==> src/rtl/sar_frame_sequencer_pkg.sv <==
// Shared types and constants for the SAR frame sequencer.
package sar_pkg;

  localparam int SAR_W = 12;
  localparam logic [SAR_W-1:0] SAR_RESET_CODE = 12'h7FF;

  typedef enum logic [2:0] {
    IDLE,
    OUT,
    START,
    CONV,
    CAPTURE,
    WAIT
  } state_t;

endpackage

==> src/rtl/sar_frame_sequencer_if.sv <==
// Signal bundle between the frame sequencer (master) and the DSP / SAR / DAC /
// comparator environment (slave).
interface sar_frame_sequencer_if;
  import sar_pkg::*;

  logic             enable;
  logic [SAR_W-1:0] out_data;
  logic             out_valid;
  logic             out_ready;
  logic [SAR_W-1:0] dac_data;
  logic             sh_n;
  logic             sar_s;
  logic             sar_d;
  logic [SAR_W-1:0] sar_q;
  logic             sar_cc;
  logic             cmp_in;
  logic [SAR_W-1:0] adc_data;
  logic             adc_valid;
  logic             underrun;
  logic             conv_err;

  modport master (
    input  enable, out_data, out_valid, sar_q, sar_cc, cmp_in,
    output out_ready, dac_data, sh_n, sar_s, sar_d,
           adc_data, adc_valid, underrun, conv_err
  );

  modport slave (
    output enable, out_data, out_valid, sar_q, sar_cc, cmp_in,
    input  out_ready, dac_data, sh_n, sar_s, sar_d,
           adc_data, adc_valid, underrun, conv_err
  );

endinterface

==> src/rtl/sar_frame_sequencer_sample_hold_buf.sv <==
// One-entry valid/ready holding buffer for the next output sample; emptied by
// the frame-start pop strobe.
module sample_hold_buf
  import sar_pkg::*;
(
  input  logic             clk,
  input  logic             rst_n,
  input  logic [SAR_W-1:0] push_data,
  input  logic             push_valid,
  output logic             push_ready,
  input  logic             pop,
  output logic             full,
  output logic [SAR_W-1:0] data
);

  logic             full_reg;
  logic [SAR_W-1:0] data_reg;

  // A push can only happen while empty and a pop only matters while full, so a
  // push coinciding with a frame-start pop is never lost.
  always_ff @(posedge clk or negedge rst_n) begin
    if (!rst_n) begin
      full_reg <= 1'b0;
      data_reg <= '0;
    end else if (push_valid && !full_reg) begin
      full_reg <= 1'b1;
      data_reg <= push_data;
    end else if (pop) begin
      full_reg <= 1'b0;
    end
  end

  assign push_ready = !full_reg;
  assign full       = full_reg;
  assign data       = data_reg;

endmodule

==> src/rtl/sar_frame_sequencer.sv <==
// Frame sequencer: shows the output sample on the DAC, then lends the DAC to the
// SAR for one conversion per frame and captures the finished code.
module sar_frame_sequencer
  import sar_pkg::*;
#(
  parameter int FRAME_LEN    = 32,
  parameter int OUT_CYCLES   = 8,
  parameter int CONV_TIMEOUT = 16
) (
  input logic                   clk,
  input logic                   rst_n,
  sar_frame_sequencer_if.master bus
);

  localparam int FC_W = $clog2(FRAME_LEN);
  localparam int CC_W = $clog2(CONV_TIMEOUT + 1);
  localparam logic [FC_W-1:0] FC_LAST    = FC_W'(FRAME_LEN - 1);
  localparam logic [FC_W-1:0] FC_OUT_END = FC_W'(OUT_CYCLES - 1);
  localparam logic [CC_W-1:0] CC_LAST    = CC_W'(CONV_TIMEOUT - 1);

  state_t           state_reg;
  logic [FC_W-1:0]  fc_reg;
  logic [CC_W-1:0]  conv_cnt_reg;
  logic [SAR_W-1:0] out_reg;
  logic [SAR_W-1:0] adc_reg;
  logic             adc_valid_reg;
  logic             underrun_reg;
  logic             conv_err_reg;

  logic             frame_load;
  logic             buf_full;
  logic [SAR_W-1:0] buf_data;
  logic             sar_phase;

  assign frame_load = bus.enable &&
                      ((state_reg == IDLE) || ((state_reg == WAIT) && (fc_reg == FC_LAST)));

  sample_hold_buf u_buf (
    .clk        (clk),
    .rst_n      (rst_n),
    .push_data  (bus.out_data),
    .push_valid (bus.out_valid),
    .push_ready (bus.out_ready),
    .pop        (frame_load),
    .full       (buf_full),
    .data       (buf_data)
  );

  always_ff @(posedge clk or negedge rst_n) begin
    if (!rst_n) begin
      state_reg     <= IDLE;
      fc_reg        <= '0;
      conv_cnt_reg  <= '0;
      out_reg       <= '0;
      adc_reg       <= '0;
      adc_valid_reg <= 1'b0;
      underrun_reg  <= 1'b0;
      conv_err_reg  <= 1'b0;
    end else begin
      adc_valid_reg <= 1'b0;
      underrun_reg  <= 1'b0;
      conv_err_reg  <= 1'b0;
      fc_reg <= ((state_reg == IDLE) || (fc_reg == FC_LAST)) ? '0 : fc_reg + FC_W'(1);

      if (frame_load) begin
        state_reg <= OUT;
        if (buf_full) out_reg <= buf_data;
        else          underrun_reg <= 1'b1;
      end else begin
        case (state_reg)
          IDLE: state_reg <= IDLE;
          OUT:  if (fc_reg == FC_OUT_END) state_reg <= START;
          START: begin
            state_reg    <= CONV;
            conv_cnt_reg <= '0;
          end
          // The code is taken on the way into CAPTURE so adc_valid lines up with it.
          CONV: begin
            if (!bus.sar_cc) begin
              state_reg     <= CAPTURE;
              adc_reg       <= bus.sar_q;
              adc_valid_reg <= 1'b1;
            end else if (conv_cnt_reg == CC_LAST) begin
              state_reg    <= WAIT;
              conv_err_reg <= 1'b1;
            end else begin
              conv_cnt_reg <= conv_cnt_reg + CC_W'(1);
            end
          end
          CAPTURE: state_reg <= WAIT;
          WAIT:    if (fc_reg == FC_LAST) state_reg <= IDLE;
          default: state_reg <= IDLE;
        endcase
      end
    end
  end

  // The SAR loop needs trial codes on the DAC in the same cycle they appear.
  assign sar_phase     = (state_reg == START) || (state_reg == CONV);
  assign bus.dac_data  = sar_phase ? bus.sar_q : out_reg;
  assign bus.sh_n      = !sar_phase;
  assign bus.sar_s     = (state_reg == CONV);
  assign bus.sar_d     = (state_reg == CONV) && bus.cmp_in;
  assign bus.adc_data  = adc_reg;
  assign bus.adc_valid = adc_valid_reg;
  assign bus.underrun  = underrun_reg;
  assign bus.conv_err  = conv_err_reg;

endmodule
==> src/flat_wrapper.sv <==
// flat-port wrapper written by rule: the top's interface ports become plain ports
module sar_frame_sequencer_flat import sar_pkg::*;
#(
  parameter int FRAME_LEN    = 32,
  parameter int OUT_CYCLES   = 8,
  parameter int CONV_TIMEOUT = 16
)
  (clk, rst_n, bus_enable, bus_out_data, bus_out_valid, bus_sar_q, bus_sar_cc, bus_cmp_in, bus_out_ready, bus_dac_data, bus_sh_n, bus_sar_s, bus_sar_d, bus_adc_data, bus_adc_valid, bus_underrun, bus_conv_err);
  sar_frame_sequencer_if bus_i ();
  input logic clk;
  input logic rst_n;
  input wire logic [$bits(bus_i.enable)-1:0] bus_enable;
  input wire logic [$bits(bus_i.out_data)-1:0] bus_out_data;
  input wire logic [$bits(bus_i.out_valid)-1:0] bus_out_valid;
  input wire logic [$bits(bus_i.sar_q)-1:0] bus_sar_q;
  input wire logic [$bits(bus_i.sar_cc)-1:0] bus_sar_cc;
  input wire logic [$bits(bus_i.cmp_in)-1:0] bus_cmp_in;
  output wire logic [$bits(bus_i.out_ready)-1:0] bus_out_ready;
  output wire logic [$bits(bus_i.dac_data)-1:0] bus_dac_data;
  output wire logic [$bits(bus_i.sh_n)-1:0] bus_sh_n;
  output wire logic [$bits(bus_i.sar_s)-1:0] bus_sar_s;
  output wire logic [$bits(bus_i.sar_d)-1:0] bus_sar_d;
  output wire logic [$bits(bus_i.adc_data)-1:0] bus_adc_data;
  output wire logic [$bits(bus_i.adc_valid)-1:0] bus_adc_valid;
  output wire logic [$bits(bus_i.underrun)-1:0] bus_underrun;
  output wire logic [$bits(bus_i.conv_err)-1:0] bus_conv_err;
  assign bus_i.enable = bus_enable;
  assign bus_i.out_data = bus_out_data;
  assign bus_i.out_valid = bus_out_valid;
  assign bus_i.sar_q = bus_sar_q;
  assign bus_i.sar_cc = bus_sar_cc;
  assign bus_i.cmp_in = bus_cmp_in;
  assign bus_out_ready = bus_i.out_ready;
  assign bus_dac_data = bus_i.dac_data;
  assign bus_sh_n = bus_i.sh_n;
  assign bus_sar_s = bus_i.sar_s;
  assign bus_sar_d = bus_i.sar_d;
  assign bus_adc_data = bus_i.adc_data;
  assign bus_adc_valid = bus_i.adc_valid;
  assign bus_underrun = bus_i.underrun;
  assign bus_conv_err = bus_i.conv_err;
  sar_frame_sequencer #(.FRAME_LEN(FRAME_LEN), .OUT_CYCLES(OUT_CYCLES), .CONV_TIMEOUT(CONV_TIMEOUT)) u_core (.clk(clk), .rst_n(rst_n), .bus(bus_i));
endmodule
==> config.mk <==
export PLATFORM = sky130hd
export DESIGN_NAME = sar_frame_sequencer_flat
export DESIGN_NICKNAME = d
export VERILOG_FILES = /design/src/rtl/sar_frame_sequencer_pkg.sv /design/src/rtl/sar_frame_sequencer_if.sv /design/src/rtl/sar_frame_sequencer_sample_hold_buf.sv /design/src/rtl/sar_frame_sequencer.sv /design/src/flat_wrapper.sv
export SDC_FILE = /design/constraint.sdc
export NUM_CORES = 1
export LEC_CHECK = 0
export CORE_UTILIZATION = 50
export CTS_BUF_LIST = sky130_fd_sc_hd__clkbuf_2 sky130_fd_sc_hd__clkbuf_4 sky130_fd_sc_hd__clkbuf_8
export CTS_CLUSTER_DIAMETER = 120
export DETAILED_ROUTE_END_ITERATION = 16
export HOLD_SLACK_MARGIN = 0.08
export PLACE_DENSITY = 0.81
export SYNTH_ARGS = -nofsm -noshare
export SYNTH_HDL_FRONTEND = slang
export SYNTH_SLANG_ARGS = --single-unit
==> constraint.sdc <==
create_clock -name clk -period 2.7 [get_ports clk]
set_input_delay 0.405 -clock clk [delete_from_list [all_inputs] [get_ports clk]]
set_output_delay 0.405 -clock clk [all_outputs]
set_load 0.01 [all_outputs]
After elaboration in Yosys (flattened, before gate mapping)
Cells that the tools add are included.
W data, S select, Z words.
{ "op_classes": {"addsub": 2, "n_eq_ne": 13, "mux": 22, "bitwise": 2, "reduce_logical": 16} }
{ "ops": {"columns": ["op", "count"], "rows": [
  ["$mux W3", 5],
  ["$mux W5", 3],
  ["$pmux W3 S5", 1],
  ["$mux W12", 1],
  ["$mux W1", 11],
  ["$add A5 B1 Y5 const B", 2],
  ["$pmux W5 S2", 1],
  ["$eq A3 B2 Y1 const B", 2],
  ["$eq A3 B3 Y1 const B", 2],
  ["$reduce_and A3 Y1", 2],
  ["$eq A5 B3 Y1 const B", 1],
  ["$eq A5 B4 Y1 const B", 1],
  ["$eq A5 B5 Y1 const B", 1],
  ["$logic_and A1 B1 Y1", 4],
  ["$ne A2 B2 Y1 const B", 2],
  ["$ne A4 B2 Y1 const B", 1],
  ["$reduce_and A4 Y1", 1],
  ["$reduce_bool A2 Y1", 2],
  ["$eq A3 B1 Y1 const B", 1],
  ["$logic_not A3 Y1", 1],
  ["$logic_or A1 B1 Y1", 3],
  ["$ne A3 B1 Y1 const B", 1],
  ["$ne A3 B2 Y1 const B", 1],
  ["$logic_not A1 Y1", 2],
  ["other kinds (2)", 3]
]} }
{ "totals": {"reg_bits": 53, "output_inout_bits": 31} }

Depth between registers and ports, before layout
Gate-level depths: netlist (run 1).
{ "logic_depth": {"depth_word": 6, "depth_mapped": 7, "ltp_nobuf": 6} }

Hierarchy
A second synthesis (run 1) with hierarchy kept.
{ "hier_totals": {"cells_unflattened": 175, "hier_area_um2": 2423.6} }
{ "by_module_without_submodules": {"columns": ["mod", "instances", "cells_each", "area_each_um2", "seq_area_each_um2"], "rows": [
  ["sar_frame_sequencer", 1, 146, 1884.3, 1001.0],
  ["sample_hold_buf", 1, 29, 539.3, 325.3]
]} }

Worst setup path before layout (run 1)
No wires, ideal clock.
{ "synth_path": {"path_type": "flip-flop to flip-flop", "startpoint": "register u_core.fc_reg[0]", "endpoint": "register u_core.out_reg[10]", "setup_ns": 0.125, "arrival_time_ns": 1.900, "path_slack_ns": 0.674, "stages_incl_launch_ff": 8, "synth_period_minus_slack_ns": 2.026, "cell_sequence": "dfrtp_1 > ha_1 > and3_1 > ha_1 > and3_1 > o2111a_2 > buf_12 > mux2_4"} }
{ "synth_via": {"elab_chain_len": 5} }
{ "synth_lines": {"columns": ["element", "line", "source"], "rows": [
  ["start: declaration", "sar_frame_sequencer.sv:22", "logic [FC_W-1:0] fc_reg;"],
  ["start signal: assignment", "sar_frame_sequencer.sv:63", "fc_reg <= ((state_reg == IDLE) || (fc_reg == FC_LAST)) ? '0 : fc_reg + FC_W'(1);"],
  ["$eq A5 B5 Y1", "sar_frame_sequencer.sv:36", "((state_reg == IDLE) || ((state_reg == WAIT) && (fc_reg == FC_LAST)));"],
  ["$logic_and A1 B1 Y1", "sar_frame_sequencer.sv:36", null],
  ["$logic_or A1 B1 Y1", "sar_frame_sequencer.sv:36", null],
  ["$logic_and A1 B1 Y1", "sar_frame_sequencer.sv:35", "assign frame_load = bus.enable &&"],
  ["$reduce_and A2 Y1 (no source line)", null, null],
  ["end signal: assignment", "sar_frame_sequencer.sv:67", "if (buf_full) out_reg <= buf_data;"],
  ["end: declaration", "sar_frame_sequencer.sv:24", "logic [SAR_W-1:0] out_reg;"]
]} }
Every way passes these cells.
A chain may end at the register's enable or synchronous reset.

Final worst setup path (run 1)
{ "layout_path": {"startpoint": "register u_core.state_reg[1]", "endpoint": "output bus_dac_data[7]"} }
{ "layout_via": {"elab_chain_len": 3} }
{ "layout_lines": {"columns": ["element", "line", "source"], "rows": [
  ["start: declaration", "sar_frame_sequencer.sv:21", "state_t state_reg;"],
  ["start signal: assignment", "sar_frame_sequencer.sv:51", "state_reg <= IDLE;"],
  ["start signal: assignment", "sar_frame_sequencer.sv:66", "state_reg <= OUT;"],
  ["start signal: assignment", "sar_frame_sequencer.sv:71", "IDLE: state_reg <= IDLE;"],
  ["$eq A3 B2 Y1", "sar_frame_sequencer.sv:99", "assign sar_phase = (state_reg == START) || (state_reg == CONV);"],
  ["$logic_or A1 B1 Y1 (*)", "sar_frame_sequencer.sv:99", null],
  ["$mux W12 (*)", "sar_frame_sequencer.sv:100", "assign bus.dac_data = sar_phase ? bus.sar_q : out_reg;"],
  ["end: declaration", "flat_wrapper.sv:19", "output wire logic [$bits(bus_i.dac_data)-1:0] bus_dac_data;"]
]} }
Every way passes the cells marked *; elsewhere a longest branch is shown, timed or not.

==> results by group, run 1 <==
Placed design
  • Final HPWL DP: 3460 um
  • IO Port Bufs: 60
  • RePlAce Congestion: 0.805

Clock network
  • Root Buffer: clkbuf_8
  • CTS hold repair buffers: 1
  • CTS Buf Count: 5
  • Post-cts resize count: 0
  • Clock H-tree levels: 2
  • Post-CTS setup buffers: 0
  • CTS sink cnt: 53
  • CTS max path bufs: 2
  • Clock Latency Late Sink: 300 ps
  • Clock transition at the registers of the reported paths: 90 ps
  • CTS tree: yes

Layout
  • Most common cell after layout, fill and taps aside: clkdlybuf4s50_1
  • Layout net count: 298
  • Commonest non-fill, non-tap cells in the layout: 59 x clkdlybuf4s50_1, 53 x dfrtp_1, 40 x nand2_1
  • Number of diodes: 0
  • Fillers: 346
  • Share of layout cells above drive strength 1: 20.8%
  • Area Overhead vs Synth: 32.4%

Power and ir drop
  • Switching pwr: 1.15 mW
  • Clock power share: 17.6%
  • P_int: 2.44 mW
  • P_leak: 1.44 nW
  • Total power: 3.59 mW
  • PD cells: 1130 nW/um^2
  • Sequential share of power: 39.8%
  • Sw Share: 31.9%
  • Gate power share: 42.6%
  • Peak VDD IR: 0.525 mV

Logic synthesis
  • Mux cell area share after synthesis: 18.3%
  • Register area share after synthesis: 55.3%
  • Synthesized instance count: 200
  • Synth Net Count: 234
  • Post-synth ARST share: 100%
  • Synth unique cells: 37
  • Top cells by area, synth: dfrtp_1 55%, mux2_2 13%, nand2_1 6.3%, mux2_4 5.6%, ha_1 2.1%
  • #FFs+latches synth: 53
  • Synth Area in XOR/XNOR: 0.730%
  • Largest family of logic cells by synthesized area: multiplexers
  • Simple-Gate Fraction of Synth Area: 16.3%
  • Synthesis Warnings: 0
  • Area leader, netlist: dfrtp_1
  • Post-synth EDFFs: 0
  • Adder-cell share of the synthesized area: 2.09%
  • Synthesized area per cell: 12.0 um^2
  • Yosys top cell area share: 55.3%
  • Mapped cell area: 2400 um^2
  • Post-synth top flop: dfrtp_1
  • Post-synthesis compound-gate area fraction: 4.23%

STA
  • Fin crit share: 89.0%
  • Setup-failing EPs final: 0
  • Relative slew slack: 59.8%
  • Clock period minus worst slack: 2400 ps
  • Final Hold Viols: 0
  • Fmax: 416 MHz
  • RSZ-0062 raised after global routing: no
  • Total negative slack: 0 ps
  • Max-slew violations: 0
  • Worst-Margin Slew: 602 ps
  • Clock Skew: 3.22 ps

Die
  • Initial core utilization: 53.6%
  • Die height: 71.3 um
  • Ports: 61
  • Width of the die: 71.3 um
  • Core area: 4470 um^2
  • Die area: 5080 um^2
  • Row count: 24

Drt
  • WL/cell: 15.1 um
  • Final wirelength: 4770 um
  • Final antenna-violating net count: 0
  • Initial DRT Pass Iterations: 10
  • Vias post-DR: 1721
  • Number of DRC markers in iteration 0: 145
  • Via density: 5.43
  • DRC viols: 5

Global route
  • GR met1 Demand/Resource: 27.5%
  • Met3 usage: 4.92%
  • Global-route wire length before repair: 7830 um
  • Met2 Usage GRT: 31.7%
  • Largest net degree at the start of global routing: 35
  • Total track usage: 20.4%
  • Gr ovfl total: 0
  • Number of global-route vias before repair: 1665
  • Global routing's busiest layer: met2
  • Initial antenna violation count: 0

Min path
  • Hold/Removal Path Class: reg -> reg

Worst setup path
  • Max FO, Critical Path: 25
  • CP startpoint kind: register
  • CP Class: reg -> out
  • Critical path data arrival time: 2000 ps
  • Worst EP required: 2300 ps
  • Crit. End Element: primary output

Run status
  • Failing checks: design-rule violations
  • Status: complete, but fails checks

Job
  • Max Cap Viol: 0
-- cell usage after synthesis (all sizes together), types with 2 or more instances --
library cell  number
a211o              2
a21oi              2
and2               2
and3               5
buf                5
clkbuf             2
dfrtp             53
ha                 4
inv                5
mux2              36
nand2             40
nand2b             2
nand3              7
nor2               9
nor2b              4
nor3               6
o2111a             2
o21ai              2
-- final cells by class --
| type | count | area, um^2 | share of cell area (%) |
|---|---|---|---|
| clock buffers | 5 | 68.8 | 2.17 |
| clock inverters | 3 | 68.8 | 2.17 |
| inverters | 5 | 18.8 | 0.591 |
| multi-input cells | 135 | 1000 | 31.5 |
| flip-flops and latches | 53 | 1330 | 41.8 |
| well taps | 52 | 65.1 | 2.05 |
| repair buffers | 64 | 628 | 19.8 |
-- layer usage --
metal	vias to the layer above	part of all wire, %
li1	817	-
met5	-	0
met2	53	47
met4	0	2.6
met3	12	4.0
met1	839	46
-- power groups by stage --
stage	Sequential, mW	Clock [mW]	Combinational, mW
floorplan	1.38	0	0.901
global placement	1.41	0	1.49
detailed placement	1.43	0	1.53
CTS	1.42	0.646	1.54
global route	1.47	0.681	1.67
finish	1.43	0.632	1.53
-- per-stage QoR --
step | util, % | area (um^2) | worst slack, ps | hold WS, ps | instances
3_5_place_dp | 67.7 | 3030 | 599 | 383 | 308
4_1_cts | 71.0 | 3180 | 299 | 462 | 317
6_report | 71.0 | 3180 | 296 | 462 | 317
5_1_grt | 71.0 | 3180 | 162 | 491 | 317
2_1_floorplan | - | 2400 | 674 | 109 | 200
3_3_place_gp | 67.7 | 3030 | 650 | 381 | 308
-- cell families after synthesis --
kind of cell,after synthesis
multiplexers,36
AND/OR/NAND/NOR,81
buffers and inverters,12
AO/OA/AOI/OAI,12
XOR/XNOR,2
adder cells (fa/ha/maj),4
flip-flops,53
-- worst paths after layout --
kind / start / to / slack, ps / cells past startpoint
max: u_core.state_reg[1] / bus_dac_data[7] / 300 / 5
max reg2reg: u_core.fc_reg[0] / u_core.out_reg[5] / 570 / 6
min: u_core.fc_reg[0] / u_core.fc_reg[0] / 460 / 1
min reg2reg: u_core.fc_reg[0] / u_core.fc_reg[0] / 460 / 1
min in group asynchronous: rst_n / u_core.fc_reg[2] / 600 / 2
max in group asynchronous: rst_n / u_core.out_reg[3] / 1310 / 3
-- worst max-delay path, cell delays in order (launching register included) --
cell and delay [ps]:
dfrtp_1 440, nor2b_4 150, inv_2 320, nand2_1 150, nand2_1 90, clkdlybuf4s50_1 530
Note: power is estimated with default switching activity, not from simulation.
==> run 2: changes to the inputs <==
--- a/config.mk
+++ b/config.mk
@@ -11,6 +11,7 @@
 export DETAILED_ROUTE_END_ITERATION = 16
 export HOLD_SLACK_MARGIN = 0.08
 export PLACE_DENSITY = 0.81
+export RECOVER_POWER = 50
 export SYNTH_ARGS = -nofsm -noshare
 export SYNTH_HDL_FRONTEND = slang
 export SYNTH_SLANG_ARGS = --single-unit
==> results by group, run 2 (synthesized netlist as in run 1, its figures left out) <==
Die
  • Width of the die: 71.3 um
  • Die height: 71.3 um
  • Die area: 5080 um^2
  • Initial core utilization: 53.6%
  • Ports: 61
  • Row count: 24
  • Core area: 4470 um^2

Placed design
  • RePlAce Congestion: 0.805
  • Post-place setup slack: 599 ps
  • Final HPWL DP: 3460 um
  • IO Port Bufs: 60

Layout
  • Layout net count: 298
  • Post-layout util: 70.8%
  • Number of diodes: 0
  • Flip-flop and latch area: 1330 um^2
  • Area Overhead vs Synth: 32.1%
  • Area of the multi-input gates: 1000 um^2
  • Share of layout cells above drive strength 1: 20.0%
  • Commonest non-fill, non-tap cells in the layout: 58 x clkdlybuf4s50_1, 53 x dfrtp_1, 40 x nand2_1
  • Fillers: 348
  • Most common cell after layout, fill and taps aside: clkdlybuf4s50_1

Min path
  • Hold/Removal Path Class: reg -> reg
  • Startpoint of the worst hold path: u_core.fc_reg[0]
  • Hold EP: u_core.fc_reg[0]
  • WHS Path Cells: 1

STA
  • Fmax: 415 MHz
  • Final Hold Viols: 0
  • RSZ-0062 raised after global routing: no
  • Max-slew violations: 0
  • Relative slew slack: 23.8%
  • Worst-Margin Slew: 1140 ps
  • Setup-failing EPs final: 0
  • Clock period minus worst slack: 2410 ps
  • Fin crit share: 89.3%
  • Setup WS post-layout: 288 ps
  • Total negative slack: 0 ps
  • Clock Skew: 4.01 ps
  • Worst hold margin: 463 ps

Run status
  • Status: complete, but fails checks
  • Failing checks: design-rule violations

Drt
  • Via density: 5.38
  • Final wirelength: 4780 um
  • Initial DRT Pass Iterations: 10
  • Number of DRC markers in iteration 0: 138
  • DRC viols: 5
  • Vias post-DR: 1706
  • Final antenna-violating net count: 0
  • WL/cell: 15.1 um

Worst setup path
  • Crit. End Element: primary output
  • Crit path buffers/inverters: 2
  • Worst path max stage delay: 530 ps
  • Worst EP required: 2300 ps
  • Critical path origin: u_core.state_reg[1]
  • Reg2reg setup slack: 570 ps
  • Most frequent cell on the critical path: nand2_1
  • Slowest CP cell: clkdlybuf4s50_1
  • CP Class: reg -> out
  • FF-to-FF path depth: 6
  • Max FO, Critical Path: 25
  • Crit path cell chain: nor2b_4, inv_2, nand2_1, nand2_1, clkdlybuf4s50_1
  • CP delay by family, top: buffers and inverters
  • CP startpoint kind: register
  • Worst reg2reg startpoint: u_core.fc_reg[0]
  • Worst r2r dst: u_core.out_reg[5]
  • Critical path data arrival time: 2010 ps

Power and ir drop
  • P_leak: 1.43 nW
  • PD cells: 1130 nW/um^2
  • Peak VDD IR: 0.525 mV

Clock network
  • Clock Latency Late Sink: 310 ps
  • Clock H-tree levels: 2
  • Clock transition at the registers of the reported paths: 90 ps
  • Root Buffer: clkbuf_8
  • CTS tree: yes
  • CTS Buf Count: 5
  • CTS max path bufs: 2
  • CTS sink cnt: 53
  • Post-cts resize count: 0
  • Post-CTS setup buffers: 0

Global route
  • Initial antenna violation count: 0
  • Global-route wire length before repair: 7830 um
  • Total track usage: 20.4%
  • Met2 Usage GRT: 31.7%
  • Met3 usage: 4.92%
  • Gr ovfl total: 0
  • Largest net degree at the start of global routing: 35
  • GR met1 Demand/Resource: 27.5%
  • Global routing's busiest layer: met2
  • Number of global-route vias before repair: 1665

Job
  • Max Cap Viol: 0
-- run 2: cell types whose count changed in the layout (fill, tap and decap cells not counted) --
| cell | before | now |
|---|---|---|
| and2_0 | 0 | 1 |
| and2_1 | 2 | 1 |
| buf_2 | 1 | 0 |
| buf_4 | 3 | 1 |
| clkbuf_1 | 0 | 2 |
| clkbuf_2 | 0 | 1 |
| clkdlybuf4s50_1 | 59 | 58 |
| dlygate4sd3_1 | 1 | 2 |
-- run 2: per-layer routing --
| layer | up-vias | wire length (um) | part of all wire, % |
|---|---|---|---|
| li1 | 814 | - | - |
| met3 | 12 | 213 | 4.5 |
| met4 | 0 | 126 | 2.6 |
| met2 | 57 | 2260 | 47 |
| met5 | - | 0 | 0 |
| met1 | 823 | 2180 | 46 |
-- run 2: per-stage QoR --
stage	instance area [um^2]	power, mW	instances
floorplan	2400	2.28	200
global placement	3030	2.90	308
detailed placement	3030	2.96	308
CTS	3180	3.61	317
global route	3170	3.81	317
finish	3170	3.58	317
-- run 2: layout make-up --
type                       instances  area share, %
sequential                        53           41.9
multi-input combinational        135           31.6
timing repair buffer              64           19.6
clock buffer                       5           2.17
clock inverter                     3           2.17
tap                               52           2.05
inverter                           5          0.592
-- run 2: repair_timing --
item,in CTS,in global routing
endpoints found under the hold margin,19,0
hold buffers,1,0
endpoints found under the setup margin,0,0
-- run 2: where the power goes --
| part | internal [mW] | switching [mW] | leakage, nW |
|---|---|---|---|
| Clock | 0.373 | 0.260 | 0.0687 |
| Combinational | 0.914 | 0.611 | 0.727 |
| Sequential | 1.15 | 0.275 | 0.636 |
| Total | 2.44 | 1.14 | 1.43 |
-- run 2: worst max-delay path by stage --
stage	end	depth (start not counted)
after floorplan	u_core.out_reg[10]	7
after global placement	u_core.out_reg[10]	6
after detailed placement	u_core.out_reg[5]	6
after CTS	bus_dac_data[7]	5
after global routing	u_core.conv_cnt_reg[3]	3
final	bus_dac_data[7]	5
